## config.mk

```make
export PLATFORM = sky130hd
export DESIGN_NAME = id_ex_stage_flat
export DESIGN_NICKNAME = d
export VERILOG_FILES = /design/src/rtl/id_ex_if.sv /design/src/rtl/id_ex_stage.sv /design/src/flat_wrapper.sv
export SDC_FILE = /design/constraint.sdc
export NUM_CORES = 1
export LEC_CHECK = 0
export ABC_AREA = 1
export CAP_MARGIN = 10
export CORE_AREA = 2 2 118 120
export DETAILED_ROUTE_END_ITERATION = 10
export DIE_AREA = 0 0 120 122
export DONT_BUFFER_PORTS = 1
export SLEW_MARGIN = 10
export SYNTH_ARGS = -nofsm -noshare
export SYNTH_HDL_FRONTEND = slang
export SYNTH_SLANG_ARGS = --single-unit
```

## constraint.sdc

```tcl
create_clock -name clk -period 3.1 [get_ports clk]
set_input_delay 0.31 -clock clk [delete_from_list [all_inputs] [get_ports clk]]
set_output_delay 0.31 -clock clk [all_outputs]
set_load 0.01 [all_outputs]
```

## src/rtl/id_ex_if.sv

```systemverilog
// id_ex_if: ID/EX stage bundle between the decode side (ID, hazard and branch
// units) and the ID/EX pipeline register.
//   ID side  : in_valid, stall, flush, opcode, funct3, funct7_5, rs1, rs2, rd,
//              rs1_data, rs2_data, imm, pc
//   EX side  : hazard (combinational), ex_valid, ex_a, ex_b, ex_op,
//              ex_store_data, ex_rd, ex_pc, ex_regwrite, ex_memread,
//              ex_memwrite, ex_beq, ex_bne, ex_illegal
//   Optional : bubble_cnt (present only when BUBBLE_CNT_EN is defined)
// Modports: master = decode side / environment, slave = id_ex_stage.
interface id_ex_if #(
  parameter int XLEN = 32,
  parameter int RA_W = 5
);
  logic            in_valid;
  logic            stall;
  logic            flush;
  logic [6:0]      opcode;
  logic [2:0]      funct3;
  logic            funct7_5;
  logic [RA_W-1:0] rs1;
  logic [RA_W-1:0] rs2;
  logic [RA_W-1:0] rd;
  logic [XLEN-1:0] rs1_data;
  logic [XLEN-1:0] rs2_data;
  logic [XLEN-1:0] imm;
  logic [XLEN-1:0] pc;
  logic            hazard;
  logic            ex_valid;
  logic [XLEN-1:0] ex_a;
  logic [XLEN-1:0] ex_b;
  logic [2:0]      ex_op;
  logic [XLEN-1:0] ex_store_data;
  logic [RA_W-1:0] ex_rd;
  logic [XLEN-1:0] ex_pc;
  logic            ex_regwrite;
  logic            ex_memread;
  logic            ex_memwrite;
  logic            ex_beq;
  logic            ex_bne;
  logic            ex_illegal;
`ifdef BUBBLE_CNT_EN
  logic [15:0]     bubble_cnt;
`endif

  modport master (
    output in_valid, stall, flush, opcode, funct3, funct7_5, rs1, rs2, rd,
           rs1_data, rs2_data, imm, pc,
    input  hazard, ex_valid, ex_a, ex_b, ex_op, ex_store_data, ex_rd, ex_pc,
           ex_regwrite, ex_memread, ex_memwrite, ex_beq, ex_bne, ex_illegal
`ifdef BUBBLE_CNT_EN
    , input bubble_cnt
`endif
  );

  modport slave (
    input  in_valid, stall, flush, opcode, funct3, funct7_5, rs1, rs2, rd,
           rs1_data, rs2_data, imm, pc,
    output hazard, ex_valid, ex_a, ex_b, ex_op, ex_store_data, ex_rd, ex_pc,
           ex_regwrite, ex_memread, ex_memwrite, ex_beq, ex_bne, ex_illegal
`ifdef BUBBLE_CNT_EN
    , output bubble_cnt
`endif
  );
endinterface

```

## src/rtl/id_ex_stage.sv

```systemverilog
// id_ex_stage: ID/EX pipeline register with yAlu op decode
// (0 AND, 1 OR, 2 ADD, 6 SUB, 7 SLT), operand-B select and load-use hazard
// detection.
// Ports:
//   clk    - rising-edge clock
//   rst_n  - synchronous active-low reset (clears every EX register)
//   bus    - id_ex_if.slave: ID-side inputs, stall/flush, hazard and ex_*
// Edge priority: reset > flush (bubble) > stall (hold) > hazard (bubble)
//   > in_valid=0 (bubble) > illegal (bubble + ex_illegal) > load.
// Optional build macro BUBBLE_CNT_EN adds bus.bubble_cnt, a saturating
// count of bubbles caused by flush, hazard or illegal instructions.
module id_ex_stage #(
  parameter int XLEN = 32,
  parameter int RA_W = 5
) (
  input  logic   clk,
  input  logic   rst_n,
  id_ex_if.slave bus
);
  localparam logic [6:0] OPC_R  = 7'b0110011;
  localparam logic [6:0] OPC_I  = 7'b0010011;
  localparam logic [6:0] OPC_LW = 7'b0000011;
  localparam logic [6:0] OPC_SW = 7'b0100011;
  localparam logic [6:0] OPC_BR = 7'b1100011;
  localparam logic [2:0] ALU_AND = 3'd0;
  localparam logic [2:0] ALU_OR  = 3'd1;
  localparam logic [2:0] ALU_ADD = 3'd2;
  localparam logic [2:0] ALU_SUB = 3'd6;
  localparam logic [2:0] ALU_SLT = 3'd7;

  // Shared funct3 lookup for R-type and I-ALU: returns {legal, op}.
  function automatic logic [3:0] alu_f3(input logic [2:0] f3);
    logic [3:0] res;
    case (f3)
      3'b000:  res = {1'b1, ALU_ADD};
      3'b111:  res = {1'b1, ALU_AND};
      3'b110:  res = {1'b1, ALU_OR};
      3'b010:  res = {1'b1, ALU_SLT};
      default: res = {1'b0, 3'd0};
    endcase
    return res;
  endfunction

  logic            r_ex_valid;
  logic [XLEN-1:0] r_ex_a;
  logic [XLEN-1:0] r_ex_b;
  logic [2:0]      r_ex_op;
  logic [XLEN-1:0] r_ex_store_data;
  logic [RA_W-1:0] r_ex_rd;
  logic [XLEN-1:0] r_ex_pc;
  logic            r_ex_regwrite;
  logic            r_ex_memread;
  logic            r_ex_memwrite;
  logic            r_ex_beq;
  logic            r_ex_bne;
  logic            r_ex_illegal;

  logic       w_legal;
  logic [2:0] w_op;
  logic       w_use_imm;
  logic       w_regwrite;
  logic       w_memread;
  logic       w_memwrite;
  logic       w_beq;
  logic       w_bne;
  logic [3:0] w_f3;
  logic       w_hazard;
  logic       w_hold;
  logic       w_run;
  logic       w_take;
  logic       w_illegal;

  // Instruction decode: legality, ALU op, operand-B select and control bits.
  always_comb begin
    w_legal    = 1'b0;
    w_op       = ALU_AND;
    w_use_imm  = 1'b0;
    w_regwrite = 1'b0;
    w_memread  = 1'b0;
    w_memwrite = 1'b0;
    w_beq      = 1'b0;
    w_bne      = 1'b0;
    w_f3       = alu_f3(bus.funct3);
    case (bus.opcode)
      OPC_R: begin
        w_legal    = w_f3[3];
        // funct7[5] only selects SUB for funct3=000; other R ops ignore it.
        w_op       = (bus.funct3 == 3'b000 && bus.funct7_5) ? ALU_SUB : w_f3[2:0];
        w_regwrite = 1'b1;
      end
      OPC_I: begin
        w_legal    = w_f3[3];
        w_op       = w_f3[2:0];
        w_use_imm  = 1'b1;
        w_regwrite = 1'b1;
      end
      OPC_LW: begin
        w_legal    = (bus.funct3 == 3'b010);
        w_op       = ALU_ADD;
        w_use_imm  = 1'b1;
        w_memread  = 1'b1;
        w_regwrite = 1'b1;
      end
      OPC_SW: begin
        w_legal    = (bus.funct3 == 3'b010);
        w_op       = ALU_ADD;
        w_use_imm  = 1'b1;
        w_memwrite = 1'b1;
      end
      OPC_BR: begin
        w_op    = ALU_SUB;
        w_legal = (bus.funct3 == 3'b000) || (bus.funct3 == 3'b001);
        w_beq   = (bus.funct3 == 3'b000);
        w_bne   = (bus.funct3 == 3'b001);
      end
      default: begin
        w_legal = 1'b0;
      end
    endcase
  end

  // rs2 is compared even for I-type; the occasional needless stall is accepted.
  assign w_hazard = r_ex_valid & r_ex_memread & (r_ex_rd != {RA_W{1'b0}}) & bus.in_valid &
                    ((r_ex_rd == bus.rs1) | (r_ex_rd == bus.rs2));

  assign w_hold    = ~bus.flush & bus.stall;
  assign w_run     = ~bus.flush & ~bus.stall & ~w_hazard & bus.in_valid;
  assign w_take    = w_run & w_legal;
  assign w_illegal = w_run & ~w_legal;

  // EX register: every non-load case writes a zeroed bubble.
  always_ff @(posedge clk) begin
    if (!rst_n) begin
      r_ex_valid      <= 1'b0;
      r_ex_a          <= {XLEN{1'b0}};
      r_ex_b          <= {XLEN{1'b0}};
      r_ex_op         <= 3'd0;
      r_ex_store_data <= {XLEN{1'b0}};
      r_ex_rd         <= {RA_W{1'b0}};
      r_ex_pc         <= {XLEN{1'b0}};
      r_ex_regwrite   <= 1'b0;
      r_ex_memread    <= 1'b0;
      r_ex_memwrite   <= 1'b0;
      r_ex_beq        <= 1'b0;
      r_ex_bne        <= 1'b0;
      r_ex_illegal    <= 1'b0;
    end else if (!w_hold) begin
      r_ex_valid      <= w_take;
      r_ex_a          <= w_take ? bus.rs1_data : {XLEN{1'b0}};
      r_ex_b          <= w_take ? (w_use_imm ? bus.imm : bus.rs2_data) : {XLEN{1'b0}};
      r_ex_op         <= w_take ? w_op : 3'd0;
      r_ex_store_data <= w_take ? bus.rs2_data : {XLEN{1'b0}};
      r_ex_rd         <= w_take ? bus.rd : {RA_W{1'b0}};
      r_ex_pc         <= w_take ? bus.pc : {XLEN{1'b0}};
      r_ex_regwrite   <= w_take & w_regwrite & (bus.rd != {RA_W{1'b0}});
      r_ex_memread    <= w_take & w_memread;
      r_ex_memwrite   <= w_take & w_memwrite;
      r_ex_beq        <= w_take & w_beq;
      r_ex_bne        <= w_take & w_bne;
      r_ex_illegal    <= w_illegal;
    end
  end

`ifdef BUBBLE_CNT_EN
  logic [15:0] r_bubble_cnt;
  logic        w_cnt_inc;

  // in_valid=0 bubbles and stall holds are not counted.
  assign w_cnt_inc = bus.flush | (~bus.stall & (w_hazard | (bus.in_valid & ~w_legal)));

  // Saturating bubble counter.
  always_ff @(posedge clk) begin
    if (!rst_n) begin
      r_bubble_cnt <= 16'h0000;
    end else if (w_cnt_inc && (r_bubble_cnt != 16'hFFFF)) begin
      r_bubble_cnt <= r_bubble_cnt + 16'h0001;
    end
  end

  assign bus.bubble_cnt = r_bubble_cnt;
`endif

  assign bus.hazard        = w_hazard;
  assign bus.ex_valid      = r_ex_valid;
  assign bus.ex_a          = r_ex_a;
  assign bus.ex_b          = r_ex_b;
  assign bus.ex_op         = r_ex_op;
  assign bus.ex_store_data = r_ex_store_data;
  assign bus.ex_rd         = r_ex_rd;
  assign bus.ex_pc         = r_ex_pc;
  assign bus.ex_regwrite   = r_ex_regwrite;
  assign bus.ex_memread    = r_ex_memread;
  assign bus.ex_memwrite   = r_ex_memwrite;
  assign bus.ex_beq        = r_ex_beq;
  assign bus.ex_bne        = r_ex_bne;
  assign bus.ex_illegal    = r_ex_illegal;
endmodule

```

## src/flat_wrapper.sv

```systemverilog
// flat-port wrapper written by rule: the top's interface ports become plain ports
module id_ex_stage_flat 
#(
  parameter int XLEN = 32,
  parameter int RA_W = 5
)
  (clk, rst_n, bus_in_valid, bus_stall, bus_flush, bus_opcode, bus_funct3, bus_funct7_5, bus_rs1, bus_rs2, bus_rd, bus_rs1_data, bus_rs2_data, bus_imm, bus_pc, bus_hazard, bus_ex_valid, bus_ex_a, bus_ex_b, bus_ex_op, bus_ex_store_data, bus_ex_rd, bus_ex_pc, bus_ex_regwrite, bus_ex_memread, bus_ex_memwrite, bus_ex_beq, bus_ex_bne, bus_ex_illegal);
  id_ex_if #(.XLEN(XLEN), .RA_W(RA_W)) bus_i ();
  input  logic clk;
  input  logic rst_n;
  input wire logic [$bits(bus_i.in_valid)-1:0] bus_in_valid;
  input wire logic [$bits(bus_i.stall)-1:0] bus_stall;
  input wire logic [$bits(bus_i.flush)-1:0] bus_flush;
  input wire logic [$bits(bus_i.opcode)-1:0] bus_opcode;
  input wire logic [$bits(bus_i.funct3)-1:0] bus_funct3;
  input wire logic [$bits(bus_i.funct7_5)-1:0] bus_funct7_5;
  input wire logic [$bits(bus_i.rs1)-1:0] bus_rs1;
  input wire logic [$bits(bus_i.rs2)-1:0] bus_rs2;
  input wire logic [$bits(bus_i.rd)-1:0] bus_rd;
  input wire logic [$bits(bus_i.rs1_data)-1:0] bus_rs1_data;
  input wire logic [$bits(bus_i.rs2_data)-1:0] bus_rs2_data;
  input wire logic [$bits(bus_i.imm)-1:0] bus_imm;
  input wire logic [$bits(bus_i.pc)-1:0] bus_pc;
  output wire logic [$bits(bus_i.hazard)-1:0] bus_hazard;
  output wire logic [$bits(bus_i.ex_valid)-1:0] bus_ex_valid;
  output wire logic [$bits(bus_i.ex_a)-1:0] bus_ex_a;
  output wire logic [$bits(bus_i.ex_b)-1:0] bus_ex_b;
  output wire logic [$bits(bus_i.ex_op)-1:0] bus_ex_op;
  output wire logic [$bits(bus_i.ex_store_data)-1:0] bus_ex_store_data;
  output wire logic [$bits(bus_i.ex_rd)-1:0] bus_ex_rd;
  output wire logic [$bits(bus_i.ex_pc)-1:0] bus_ex_pc;
  output wire logic [$bits(bus_i.ex_regwrite)-1:0] bus_ex_regwrite;
  output wire logic [$bits(bus_i.ex_memread)-1:0] bus_ex_memread;
  output wire logic [$bits(bus_i.ex_memwrite)-1:0] bus_ex_memwrite;
  output wire logic [$bits(bus_i.ex_beq)-1:0] bus_ex_beq;
  output wire logic [$bits(bus_i.ex_bne)-1:0] bus_ex_bne;
  output wire logic [$bits(bus_i.ex_illegal)-1:0] bus_ex_illegal;
  assign bus_i.in_valid = bus_in_valid;
  assign bus_i.stall = bus_stall;
  assign bus_i.flush = bus_flush;
  assign bus_i.opcode = bus_opcode;
  assign bus_i.funct3 = bus_funct3;
  assign bus_i.funct7_5 = bus_funct7_5;
  assign bus_i.rs1 = bus_rs1;
  assign bus_i.rs2 = bus_rs2;
  assign bus_i.rd = bus_rd;
  assign bus_i.rs1_data = bus_rs1_data;
  assign bus_i.rs2_data = bus_rs2_data;
  assign bus_i.imm = bus_imm;
  assign bus_i.pc = bus_pc;
  assign bus_hazard = bus_i.hazard;
  assign bus_ex_valid = bus_i.ex_valid;
  assign bus_ex_a = bus_i.ex_a;
  assign bus_ex_b = bus_i.ex_b;
  assign bus_ex_op = bus_i.ex_op;
  assign bus_ex_store_data = bus_i.ex_store_data;
  assign bus_ex_rd = bus_i.ex_rd;
  assign bus_ex_pc = bus_i.ex_pc;
  assign bus_ex_regwrite = bus_i.ex_regwrite;
  assign bus_ex_memread = bus_i.ex_memread;
  assign bus_ex_memwrite = bus_i.ex_memwrite;
  assign bus_ex_beq = bus_i.ex_beq;
  assign bus_ex_bne = bus_i.ex_bne;
  assign bus_ex_illegal = bus_i.ex_illegal;
  id_ex_stage #(.XLEN(XLEN), .RA_W(RA_W)) u_core (.clk(clk), .rst_n(rst_n), .bus(bus_i));
endmodule
```

## After elaboration in Yosys (flattened, before gate mapping)

Index checks and enable logic that the tools add are counted.

| word-level totals | value |
|---|---|
| register bits | 143 |
| input bits | 159 |
| output and inout port bits | 144 |
| logic and storage cells | 71 |

| operators by class | value |
|---|---|
| equality and inequality tests | 11 |
| multiplexer cells | 17 |
| bitwise operators | 21 |
| reductions and logical operators | 9 |

Operators with widths:

| operator | number |
|---|---|
| $mux 32 | 5 |
| $and 1x1->1 | 16 |
| $pmux 4 s4 | 1 |
| $eq 7x6->1 const B | 2 |
| $pmux 3 s4 | 1 |
| $eq 5x5->1 | 2 |
| $reduce_bool 5->1 | 2 |
| $eq 7x2->1 const B | 1 |
| $eq 7x5->1 const B | 1 |
| $eq 7x7->1 const B | 1 |
| $eq 3x3->1 const B | 2 |
| $mux 1 | 6 |
| $mux 3 | 2 |
| $reduce_or 3->1 | 2 |
| $mux 5 | 1 |
| $not 1->1 | 4 |
| $reduce_or 2->1 | 2 |
| $eq 3x1->1 const B | 1 |
| $eq 3x2->1 const B | 1 |
| $logic_not 3->1 | 1 |
| $pmux 1 s3 | 1 |
| $logic_and 1x1->1 | 1 |
| $logic_or 1x1->1 | 1 |
| $or 1x1->1 | 1 |

## Depth between registers and ports, before layout

Gate-level depths: netlist of the first run.

| logic depth | value |
|---|---|
| word-level depth | 10 |
| depth in mapped cells | 11 |
| gate-level depth less buffers | 9 |

## Worst setup path after synthesis of the first run

Ideal clock, no wire load.

| path | value |
|---|---|
| path type | register to output |
| from | reg u_core.r_ex_rd[3], in the netlist u_core.bus.ex_rd[3] |
| to | out bus_hazard |
| arrival | 1.324 ns |
| required time | 2.790 ns |
| setup slack | 1.466 ns |
| cell stages (with the launch flop) | 11 |
| buffers on the path | 2 |
| cells stage by stage | dfxtp_1 inv_1 nand2_1 nand2_1 nor2_1 nand3_1 nand2_1 nand2_2 buf_2 buf_2 inv_1 |

| between the ends | value |
|---|---|
| cells in the longest elaborated chain, start to end | 4 |
| elaborated cells on any way between the ends | 7 |
| those cells by class | 2 x eq/ne; 4 x bitwise; 1 x reduce/logical |

RTL lines:

| element | line | RTL |
|---|---|---|
| from (decl) | id_ex_stage.sv:49 | `logic [RA_W-1:0] r_ex_rd;` |
| from (signal assigned) | id_ex_stage.sv:139 | `r_ex_rd <= {RA_W{1'b0}};` |
| from (signal assigned) | id_ex_stage.sv:153 | `r_ex_rd <= w_take ? bus.rd : {RA_W{1'b0}};` |
| $reduce_bool 5->1 | id_ex_stage.sv:123 | `assign w_hazard = r_ex_valid & r_ex_memread & (r_ex_rd != {RA_W{1'b0}}) & bus.in_valid &` |
| $and 1x1->1 (2 in a row) | id_ex_stage.sv:123 |  |
| $and 1x1->1 * | id_ex_stage.sv:123 |  |
| to (decl) | flat_wrapper.sv:24 | `output wire logic [$bits(bus_i.hazard)-1:0] bus_hazard;` |

Mark *: on every way between the ends. The rest lies on a longest branch, timed or not.

## Worst setup path in the final report of the first run

| path | value |
|---|---|
| from | reg u_core.r_ex_rd[1], in the netlist u_core.bus.ex_rd[1] |
| to | out bus_hazard |

The elaborated chain is that of the path after synthesis.

==> impl_results.html, run 1 <==
<table>
<tr><th>Metric</th><th>Value</th></tr>
<tr><th colspan="2">Route</th></tr>
<tr><td>Vias post-DR</td><td>between 6,000 and 7,000</td></tr>
<tr><td>Detail-routed via count per cell</td><td>between 6 and 7</td></tr>
<tr><td>Number of violations reported at the end of detailed-routing iteration 0</td><td>slightly below 500</td></tr>
<tr><td>Count of nets left with antenna violations after detail routing</td><td>0</td></tr>
<tr><td>Number of remaining DRC errors</td><td>0</td></tr>
<tr><td>Total iterations of the first detailed-routing run</td><td>5</td></tr>
<tr><td>Mean routed wirelength per cell</td><td>20.2 um</td></tr>
<tr><td>Wire length after detailed routing</td><td>20.2 mm</td></tr>
<tr><th colspan="2">Setup path</th></tr>
<tr><td>Req. time, crit path</td><td>between 2000 and 3000 ps</td></tr>
<tr><td>Beginning of the worst register-to-register path</td><td>u_core.bus.ex_rd[0]</td></tr>
<tr><td>Ordered cell list for the critical path</td><td>inv_1 &gt; nand2_1 &gt; nand2_1 &gt; nor2_1 &gt; nand3_1 &gt; nand2_1 &gt; nand2_4 &gt; inv_1</td></tr>
<tr><td>Reg2reg setup slack</td><td>roughly 860 ps</td></tr>
<tr><td>Library cell appearing most often on the critical path</td><td>sky130_fd_sc_hd__nand2_1</td></tr>
<tr><td>Worst Setup Start Kind</td><td>register</td></tr>
<tr><td>Kind of critical path</td><td>reg2out</td></tr>
<tr><td>Max Fanout on Critical Path</td><td>68</td></tr>
<tr><td>Reg2Reg Depth</td><td>9</td></tr>
<tr><td>Critical path data arrival time</td><td>2110 ps</td></tr>
<tr><td>Bufs and invs on worst path</td><td>2</td></tr>
<tr><td>Critical Path End Type</td><td>output port</td></tr>
<tr><td>Maximum cell stage delay along the critical path</td><td>approximately 500 ps</td></tr>
<tr><td>Top cell family by delay on the critical path</td><td>simple AND/OR/NAND/NOR gates</td></tr>
<tr><td>CP max-delay cell</td><td>sky130_fd_sc_hd__dfxtp_1</td></tr>
<tr><td>Depth of the critical timing path with buffers and inverters included</td><td>8</td></tr>
<tr><td>Reg2reg end</td><td>u_core.bus.ex_b[24]</td></tr>
<tr><th colspan="2">STA</th></tr>
<tr><td>Final Slew Violations</td><td>0</td></tr>
<tr><td>Hold violation total from the final report</td><td>0</td></tr>
<tr><td>Setup WS post-layout</td><td>approximately 700 ps</td></tr>
<tr><td>Rel. slew slack</td><td>~25%</td></tr>
<tr><td>Worst clock skew on the final layout</td><td>approximately 11 ps</td></tr>
<tr><td>Unrepaired setup endpoints after global routing</td><td>false</td></tr>
<tr><td>Endpoints failing setup</td><td>0</td></tr>
<tr><td>Time the final worst path needs with I/O delays and setup</td><td>2420 ps</td></tr>
<tr><td>Accumulated negative setup slack</td><td>0 ps</td></tr>
<tr><td>Final cycle utilization of the critical path</td><td>between 70 and 80%</td></tr>
<tr><td>Least-Margin Pin Slew</td><td>1120 ps</td></tr>
<tr><td>Maximum clock frequency</td><td>a little over 0.4 GHz</td></tr>
<tr><td>Worst slack on hold paths</td><td>around 56 ps</td></tr>
<tr><th colspan="2">Cells and area</th></tr>
<tr><td>Final Non-Filler Cells</td><td>between 900 and 1,000</td></tr>
<tr><td>Commonest non-fill, non-tap cells in the layout</td><td>sky130_fd_sc_hd__nand2_1, sky130_fd_sc_hd__a21oi_1, sky130_fd_sc_hd__nand4_1, sky130_fd_sc_hd__dfxtp_1, sky130_fd_sc_hd__nand3_1</td></tr>
<tr><td>Fraction of layout cells with a size suffix above 1</td><td>about 6.5%</td></tr>
<tr><td>Area Growth Syn to Fin</td><td>10.3%</td></tr>
<tr><td>Final design instance area without fill</td><td>between 6000 and 7000 um^2</td></tr>
<tr><td># nets final</td><td>963</td></tr>
<tr><td>Total area of sequential cells</td><td>about 2900 um^2</td></tr>
<tr><td>Filler instances</td><td>1,366</td></tr>
<tr><td>Leading cell type in the layout, fill and taps excluded</td><td>sky130_fd_sc_hd__nand2_1</td></tr>
<tr><td>Antenna cells</td><td>0</td></tr>
<tr><td>Area occupied by multi-input gates</td><td>approximately 2900 um^2</td></tr>
<tr><th colspan="2">Place</th></tr>
<tr><td>Dpl cells</td><td>slightly below 1,000</td></tr>
<tr><td>Final HPWL DP</td><td>around 14 mm</td></tr>
<tr><td>DP Worst Slack</td><td>between 800 and 900 ps</td></tr>
<tr><td>Placed Area</td><td>around 6300 um^2</td></tr>
<tr><td>Count of port buffers added during placement</td><td>0</td></tr>
<tr><td>Placer's final routability congestion estimate</td><td>0.846</td></tr>
<tr><th colspan="2">Clock tree</th></tr>
<tr><td>CTS Root Cell</td><td>sky130_fd_sc_hd__clkbuf_16</td></tr>
<tr><td>Clock Path Buffers</td><td>2</td></tr>
<tr><td>Clock net sink count</td><td>143</td></tr>
<tr><td>Total of hold buffers inserted after clock tree synthesis</td><td>0</td></tr>
<tr><td>Gates resized, CTS repair</td><td>0</td></tr>
<tr><td>Number of buffers created by CTS</td><td>17</td></tr>
<tr><td>H-tree depth reported by CTS</td><td>4</td></tr>
<tr><td>Later-pin clock latency in the skew report</td><td>420 ps</td></tr>
<tr><td>Clock-pin transition on the worst setup and hold timing paths</td><td>approximately 60 ps</td></tr>
<tr><td>Clock tree from TritonCTS</td><td>done</td></tr>
<tr><td>Post-CTS repair timing setup buffer count</td><td>0</td></tr>
<tr><th colspan="2">Hold path</th></tr>
<tr><td>End point of the most critical hold path</td><td>u_core.bus.ex_a[11]</td></tr>
<tr><td>Start point of the worst hold path</td><td>bus_rs1_data[11]</td></tr>
<tr><td>Worst hold path type</td><td>in2reg</td></tr>
<tr><td>Hold path cells</td><td>2</td></tr>
<tr><th colspan="2">Floorplan</th></tr>
<tr><td>Die footprint</td><td>between 10,000 and 15,000 um^2</td></tr>
<tr><td>Initial core utilization</td><td>around 46%</td></tr>
<tr><td>Die boundary width</td><td>120 um</td></tr>
<tr><td># rows</td><td>43</td></tr>
<tr><td>Placeable core region</td><td>between 10,000 and 15,000 um^2</td></tr>
<tr><td>Die boundary height</td><td>122 um</td></tr>
<tr><td>I/O pins</td><td>303</td></tr>
<tr><th colspan="2">Job</th></tr>
<tr><td># Max-Cap Violations</td><td>0</td></tr>
<tr><th colspan="2">Synth</th></tr>
<tr><td>Average instance area after synthesis</td><td>7.30 um^2</td></tr>
<tr><td>Count of different cell masters after synthesis</td><td>20</td></tr>
<tr><td>Post-synthesis register bit count</td><td>143</td></tr>
<tr><td>Synthesized netlist cell count</td><td>854</td></tr>
<tr><td>Seq/Total Area, Yosys</td><td>between 40 and 50%</td></tr>
<tr><td>Synth Cell Area</td><td>6230 um^2</td></tr>
<tr><td>Synth warn</td><td>0</td></tr>
<tr><td>Net count of the mapped netlist</td><td>roughly 1,000</td></tr>
<tr><th colspan="2">Power</th></tr>
<tr><td>Net load switching power</td><td>936 uW</td></tr>
<tr><td>Pwr/cell area</td><td>585 nW/um^2</td></tr>
<tr><td>Flop pwr share</td><td>45.8%</td></tr>
<tr><td>Clk network pwr share</td><td>around half</td></tr>
<tr><td>Static Leak</td><td>between 2 and 2.5 nW</td></tr>
<tr><td>Fraction of power consumed by combinational cells</td><td>under 10%</td></tr>
<tr><td>VDD IR max</td><td>0.000368 V</td></tr>
<tr><td>Cell Int Power</td><td>between 3 and 4 mW</td></tr>
<tr><td>Switching portion of total power</td><td>23.3%</td></tr>
<tr><th colspan="2">Global routing</th></tr>
<tr><td>Via count of the first global-routing pass</td><td>around 5,500</td></tr>
<tr><td>Maximum number of pins on one net before global-route repair</td><td>78</td></tr>
<tr><td>Overall global routing resource usage</td><td>26.3%</td></tr>
<tr><td>Initial antenna violation count</td><td>0</td></tr>
<tr><td>Wire length of the first global-routing pass</td><td>approximately 30 mm</td></tr>
<tr><td>Residual overflow from global routing</td><td>0</td></tr>
<tr><th colspan="2">Status</th></tr>
<tr><td>Run status</td><td>complete, no violations</td></tr>
</table>
==> synth_stat cells, drive strengths merged <==
cell	number	area share, %
nand2	243	15
a21oi	147	12
dfxtp	143	46
nand4	143	14
clkbuf	52	3.1
nand3	39	3.2
buf	32	2.9
inv	25	1.5
nor2	16	0.96
nor3	5	0.58
o21ai	3	0.24
nand3b	2	0.24
nor4	2	0.20
xnor2	2	0.28
==> final cells by class <==
class                      count  share of cell area (%)
multi-input combinational    602                    42.7
clock inverter                13                    2.04
inverter                      25                    1.40
timing repair buffer          15                    2.55
clock buffer                  19                    6.44
sequential                   143                    41.6
tap                          180                    3.28
==> through the flow <==
step	utilization, %	power (mW)
2_1_floorplan	-	2.01
3_3_place_gp	46.6	2.05
3_5_place_dp	46.6	2.05
4_1_cts	50.9	4.05
5_1_grt	50.9	4.15
6_report	50.9	4.02
==> power groups by stage <==
stage          clock network, mW  logic, mW  registers [mW]
6_report                    2.01      0.171            1.84
5_1_grt                     2.12      0.190            1.84
4_1_cts                     2.04      0.170            1.84
3_5_place_dp                   0      0.169            1.88
3_3_place_gp                   0      0.165            1.88
2_1_floorplan                  0      0.129            1.88
==> routing by layer <==
metal  GRT usage [%]  wire [um]  vias up
met5               0          0        -
li1                -          -     2880
met2            42.7       9870      296
met4            10.8        478        0
met3            10.6       2070       33
met1            30.9       7740     2836
==> registers in the layout (all words and copies together) (netlist names) <==
signal	cells
u_core.bus.ex_a	32
u_core.bus.ex_b	32
u_core.bus.ex_pc	32
u_core.bus.ex_store_data	32
u_core.bus.ex_rd	5
u_core.bus.ex_op	3
u_core.bus.ex_beq	1
u_core.bus.ex_bne	1
u_core.bus.ex_illegal	1
u_core.bus.ex_memread	1
u_core.bus.ex_memwrite	1
u_core.bus.ex_regwrite	1
u_core.bus.ex_valid	1
==> cell families after synthesis <==
family / count (synthesis) / share of synthesized area (%)
xor+xnor: 2 / 0.281
buf+inv: 109 / 7.49
flops: 143 / 45.9
compound gates: 150 / 12.0
simple gates: 450 / 34.2
==> worst max-delay path by stage <==
stage,from,to,slack (ps)
global placement,u_core.bus.ex_rd[3],u_core.bus.ex_b[31],910
CTS,u_core.bus.ex_rd[3],bus_hazard,660
global route,u_core.bus.ex_rd[3],bus_hazard,520
detailed placement,u_core.bus.ex_rd[0],u_core.bus.ex_b[24],880
floorplan,u_core.bus.ex_rd[3],bus_hazard,1470
finish,u_core.bus.ex_rd[1],bus_hazard,680
No activity file was read; power rests on OpenSTA's default activity.
==> run 2, diff against run 1 <==
clock period = 2.4 ns   (was 3.1 ns; I/O delays follow)
==> run 2 against run 1 <==
Net effect: global-route usage is 1.5 points higher; flip-flop and latch count is the same; via count rose by 9.1%; worst hold slack got worse by 48 ps; combinational power rose by 120%; sequential share of layout area decreased by 5.5 points; die area did not move; non-clock buffer count rose by 101; sequential power is 29% higher; clock power up 28%; worst setup slack lost 470 ps; register-to-register slack lost 310 ps; critical path type unchanged; highest routed layer unchanged.
==> impl_results.html, run 2 (synthesis results as in run 1) <==
<table>
<tr><th>Metric</th><th>Value</th></tr>
<tr><th colspan="2">Setup path</th></tr>
<tr><td>Max Fanout on Critical Path</td><td>79 (+16%)</td></tr>
<tr><td>CP endpoint</td><td>bus_hazard</td></tr>
<tr><td>Library cell appearing most often on the critical path</td><td>sky130_fd_sc_hd__nand2_1</td></tr>
<tr><td>Worst Setup Start Kind</td><td>register</td></tr>
<tr><td>Critical Path End Type</td><td>output port</td></tr>
<tr><td>Req. time, crit path</td><td>2160 ps (-630 ps)</td></tr>
<tr><td>Beginning of the worst register-to-register path</td><td>u_core.bus.ex_rd[0]</td></tr>
<tr><td>Reg2Reg Depth</td><td>9 (unchanged)</td></tr>
<tr><td>Ordered cell list for the critical path</td><td>inv_1 &gt; nand2_1 &gt; nand2_1 &gt; nor2_1 &gt; nand3_1 &gt; nand2_1 &gt; nand2_4 &gt; buf_12 &gt; inv_1</td></tr>
<tr><td>Bufs and invs on worst path</td><td>3 (+1)</td></tr>
<tr><td>Reg2reg end</td><td>u_core.bus.ex_a[0]</td></tr>
<tr><td>Critical path data arrival time</td><td>1950 ps (-160 ps)</td></tr>
<tr><td>Maximum cell stage delay along the critical path</td><td>500 ps (about the same)</td></tr>
<tr><td>Top cell family by delay on the critical path</td><td>simple AND/OR/NAND/NOR gates</td></tr>
<tr><td>Reg2reg setup slack</td><td>550 ps (-310 ps)</td></tr>
<tr><td>CP max-delay cell</td><td>sky130_fd_sc_hd__dfxtp_1</td></tr>
<tr><td>Kind of critical path</td><td>reg2out</td></tr>
<tr><td>Source of the critical timing path</td><td>u_core.bus.ex_rd[4]</td></tr>
<tr><td>Depth of the critical timing path with buffers and inverters included</td><td>9 (+1)</td></tr>
<tr><th colspan="2">Power</th></tr>
<tr><td>Flop pwr share</td><td>44.7% (-1.1 points)</td></tr>
<tr><td>VDD IR max</td><td>0.000383 V (+4.1%)</td></tr>
<tr><td>Clk network pwr share</td><td>48.4% (-1.6 points)</td></tr>
<tr><td>Cell Int Power</td><td>4.09 mW (+33%)</td></tr>
<tr><td>Overall power after layout</td><td>5.32 mW (+32%)</td></tr>
<tr><td>Fraction of power consumed by combinational cells</td><td>6.9% (+2.6 points)</td></tr>
<tr><td>Pwr/cell area</td><td>672 nW/um^2 (+15%)</td></tr>
<tr><td>Static Leak</td><td>2.76 nW (+19%)</td></tr>
<tr><td>Net load switching power</td><td>1.23 mW (+32%)</td></tr>
<tr><td>Switching portion of total power</td><td>23.1% (-0.13 points)</td></tr>
<tr><th colspan="2">STA</th></tr>
<tr><td>Unrepaired setup endpoints after global routing</td><td>false</td></tr>
<tr><td>Rel. slew slack</td><td>48.8% (+24 points)</td></tr>
<tr><td>Final Slew Violations</td><td>0 (unchanged)</td></tr>
<tr><td>Accumulated negative setup slack</td><td>0 ps (unchanged)</td></tr>
<tr><td>Endpoints failing setup</td><td>0 (unchanged)</td></tr>
<tr><td>Maximum clock frequency</td><td>between 0.4 and 0.5 GHz</td></tr>
<tr><td>Hold violation total from the final report</td><td>0 (unchanged)</td></tr>
<tr><td>Time the final worst path needs with I/O delays and setup</td><td>between 2000 and 2500 ps</td></tr>
<tr><td>Final cycle utilization of the critical path</td><td>between 90% and 100%</td></tr>
<tr><td>Worst slack on hold paths</td><td>8.00 ps (-48.4 ps)</td></tr>
<tr><td>Least-Margin Pin Slew</td><td>769 ps (-352 ps)</td></tr>
<tr><td>Worst clock skew on the final layout</td><td>7.12 ps (-3.73 ps)</td></tr>
<tr><th colspan="2">Route</th></tr>
<tr><td>Mean routed wirelength per cell</td><td>19.4 um (-4.2%)</td></tr>
<tr><td>Total iterations of the first detailed-routing run</td><td>5 (unchanged)</td></tr>
<tr><td>Count of nets left with antenna violations after detail routing</td><td>0 (unchanged)</td></tr>
<tr><td>Wire length after detailed routing</td><td>21.3 mm (+5.5%)</td></tr>
<tr><td>Number of violations reported at the end of detailed-routing iteration 0</td><td>740 (+50%)</td></tr>
<tr><td>Vias post-DR</td><td>6,594 (+9.1%)</td></tr>
<tr><td>Detail-routed via count per cell</td><td>6.01 (-0.95%)</td></tr>
<tr><td>Number of remaining DRC errors</td><td>0 (unchanged)</td></tr>
<tr><th colspan="2">Clock tree</th></tr>
<tr><td>Post-CTS repair timing setup buffer count</td><td>0 (unchanged)</td></tr>
<tr><td>Number of buffers created by CTS</td><td>17 (unchanged)</td></tr>
<tr><td>CTS Root Cell</td><td>sky130_fd_sc_hd__clkbuf_16</td></tr>
<tr><td>H-tree depth reported by CTS</td><td>4 (unchanged)</td></tr>
<tr><td>Total of hold buffers inserted after clock tree synthesis</td><td>98 (+98)</td></tr>
<tr><td>Clock tree from TritonCTS</td><td>done</td></tr>
<tr><td>Gates resized, CTS repair</td><td>0 (unchanged)</td></tr>
<tr><td>Clock net sink count</td><td>143 (unchanged)</td></tr>
<tr><td>Clock-pin transition on the worst setup and hold timing paths</td><td>60 ps (about the same)</td></tr>
<tr><td>Later-pin clock latency in the skew report</td><td>410 ps (about the same)</td></tr>
<tr><td>Clock Path Buffers</td><td>2 (unchanged)</td></tr>
<tr><th colspan="2">Place</th></tr>
<tr><td>Placer's final routability congestion estimate</td><td>0.865 (+2.3%)</td></tr>
<tr><td>Count of port buffers added during placement</td><td>0 (unchanged)</td></tr>
<tr><td>Final HPWL DP</td><td>13.4 mm (-1.4%)</td></tr>
<tr><td>Dpl cells</td><td>968 (+0.31%)</td></tr>
<tr><td>Placed Area</td><td>6360 um^2 (+1.2%)</td></tr>
<tr><th colspan="2">Cells and area</th></tr>
<tr><td>Antenna cells</td><td>0 (unchanged)</td></tr>
<tr><td>Commonest non-fill, non-tap cells in the layout</td><td>sky130_fd_sc_hd__nand2_1, sky130_fd_sc_hd__a21oi_1, sky130_fd_sc_hd__nand4_1, sky130_fd_sc_hd__dfxtp_1, sky130_fd_sc_hd__dlygate4sd3_1</td></tr>
<tr><td>Area occupied by multi-input gates</td><td>2930 um^2 (unchanged)</td></tr>
<tr><td>Total area of sequential cells</td><td>2860 um^2 (unchanged)</td></tr>
<tr><td>Filler instances</td><td>1,252 (-8.3%)</td></tr>
<tr><td>Area Growth Syn to Fin</td><td>27.2%</td></tr>
<tr><td>Final Non-Filler Cells</td><td>1,098 (+10%)</td></tr>
<tr><td>Final design instance area without fill</td><td>7930 um^2 (+15%)</td></tr>
<tr><td>Fraction of layout cells with a size suffix above 1</td><td>6.21% (-0.28 points)</td></tr>
<tr><td>Leading cell type in the layout, fill and taps excluded</td><td>sky130_fd_sc_hd__nand2_1</td></tr>
<tr><td># nets final</td><td>1,064 (+10%)</td></tr>
<tr><th colspan="2">Global routing</th></tr>
<tr><td>Via count of the first global-routing pass</td><td>6,092 (+11%)</td></tr>
<tr><td>Residual overflow from global routing</td><td>0 (unchanged)</td></tr>
<tr><td>Maximum number of pins on one net before global-route repair</td><td>80 (+2.6%)</td></tr>
<tr><td>Initial antenna violation count</td><td>0 (unchanged)</td></tr>
<tr><td>Wire length of the first global-routing pass</td><td>32.5 mm (+7.7%)</td></tr>
<tr><td>Overall global routing resource usage</td><td>27.7% (+1.5 points)</td></tr>
<tr><th colspan="2">Floorplan</th></tr>
<tr><td>Placeable core region</td><td>13,500 um^2 (unchanged)</td></tr>
<tr><td>Die boundary width</td><td>120 um (unchanged)</td></tr>
<tr><td>Initial core utilization</td><td>46.1% (unchanged)</td></tr>
<tr><td>I/O pins</td><td>303 (unchanged)</td></tr>
<tr><td>Die footprint</td><td>14,600 um^2 (unchanged)</td></tr>
<tr><td># rows</td><td>43 (unchanged)</td></tr>
<tr><td>Die boundary height</td><td>122 um (unchanged)</td></tr>
<tr><th colspan="2">Status</th></tr>
<tr><td>Run status</td><td>complete, no violations</td></tr>
<tr><th colspan="2">Job</th></tr>
<tr><td># Max-Cap Violations</td><td>0 (unchanged)</td></tr>
<tr><th colspan="2">Hold path</th></tr>
<tr><td>Worst hold path type</td><td>in2reg</td></tr>
</table>
run 2: changes by cell type in the layout (fill, tap and decap cells not counted), sizes merged:
cell | before | now
clkinv | 6 | 8
dlygate4sd3 | 0 | 98
clkinvlp | 4 | 3
clkbuf | 19 | 18
buf | 15 | 18
run 2: how the worst min path moves through the flow:
stage	startpoint	to	slack (ps)	cells after the start
6_report	bus_pc[26]	u_core.bus.ex_pc[26]	8	2
3_5_place_dp	bus_rs2_data[29]	u_core.bus.ex_store_data[29]	410	2
4_1_cts	bus_pc[26]	u_core.bus.ex_pc[26]	8	2
2_1_floorplan	bus_rs2_data[12]	u_core.bus.ex_store_data[12]	400	2
5_1_grt	bus_pc[26]	u_core.bus.ex_pc[26]	20	2
3_3_place_gp	bus_rs2_data[9]	u_core.bus.ex_store_data[9]	410	2
run 2: per-stage QoR:
step                setup WS [ps]  utilization, %
finish                        214            58.7
global route                 39.6            58.7
CTS                           195            58.7
detailed placement            625            47.1
global placement              669            47.1
floorplan                     836               -
run 2: metal layers:
metal	vias up	track usage, %	part of all wire (%)
li1	3079	-	-
met1	3092	33.2	38
met2	372	44.2	47
met3	51	11.1	11
met4	0	11.8	3.3
met5	-	0	0
run 2: area by class of cell:
| cell class | instances | area share (%) |
|---|---|---|
| clock buffers | 18 | 5.54 |
| well taps | 180 | 2.84 |
| repair buffers | 116 | 15.5 |
| clock inverters | 14 | 1.80 |
| multi-input cells | 602 | 37.0 |
| inverters | 25 | 1.22 |
| flip-flops and latches | 143 | 36.1 |
run 2: power by group through the flow:
| stage | clock (mW) | combinational, mW | sequential [mW] |
|---|---|---|---|
| 2_1_floorplan | 0 | 0.166 | 2.43 |
| 3_3_place_gp | 0 | 0.223 | 2.43 |
| 3_5_place_dp | 0 | 0.226 | 2.43 |
| 4_1_cts | 2.63 | 0.361 | 2.38 |
| 5_1_grt | 2.73 | 0.396 | 2.38 |
| 6_report | 2.58 | 0.369 | 2.38 |
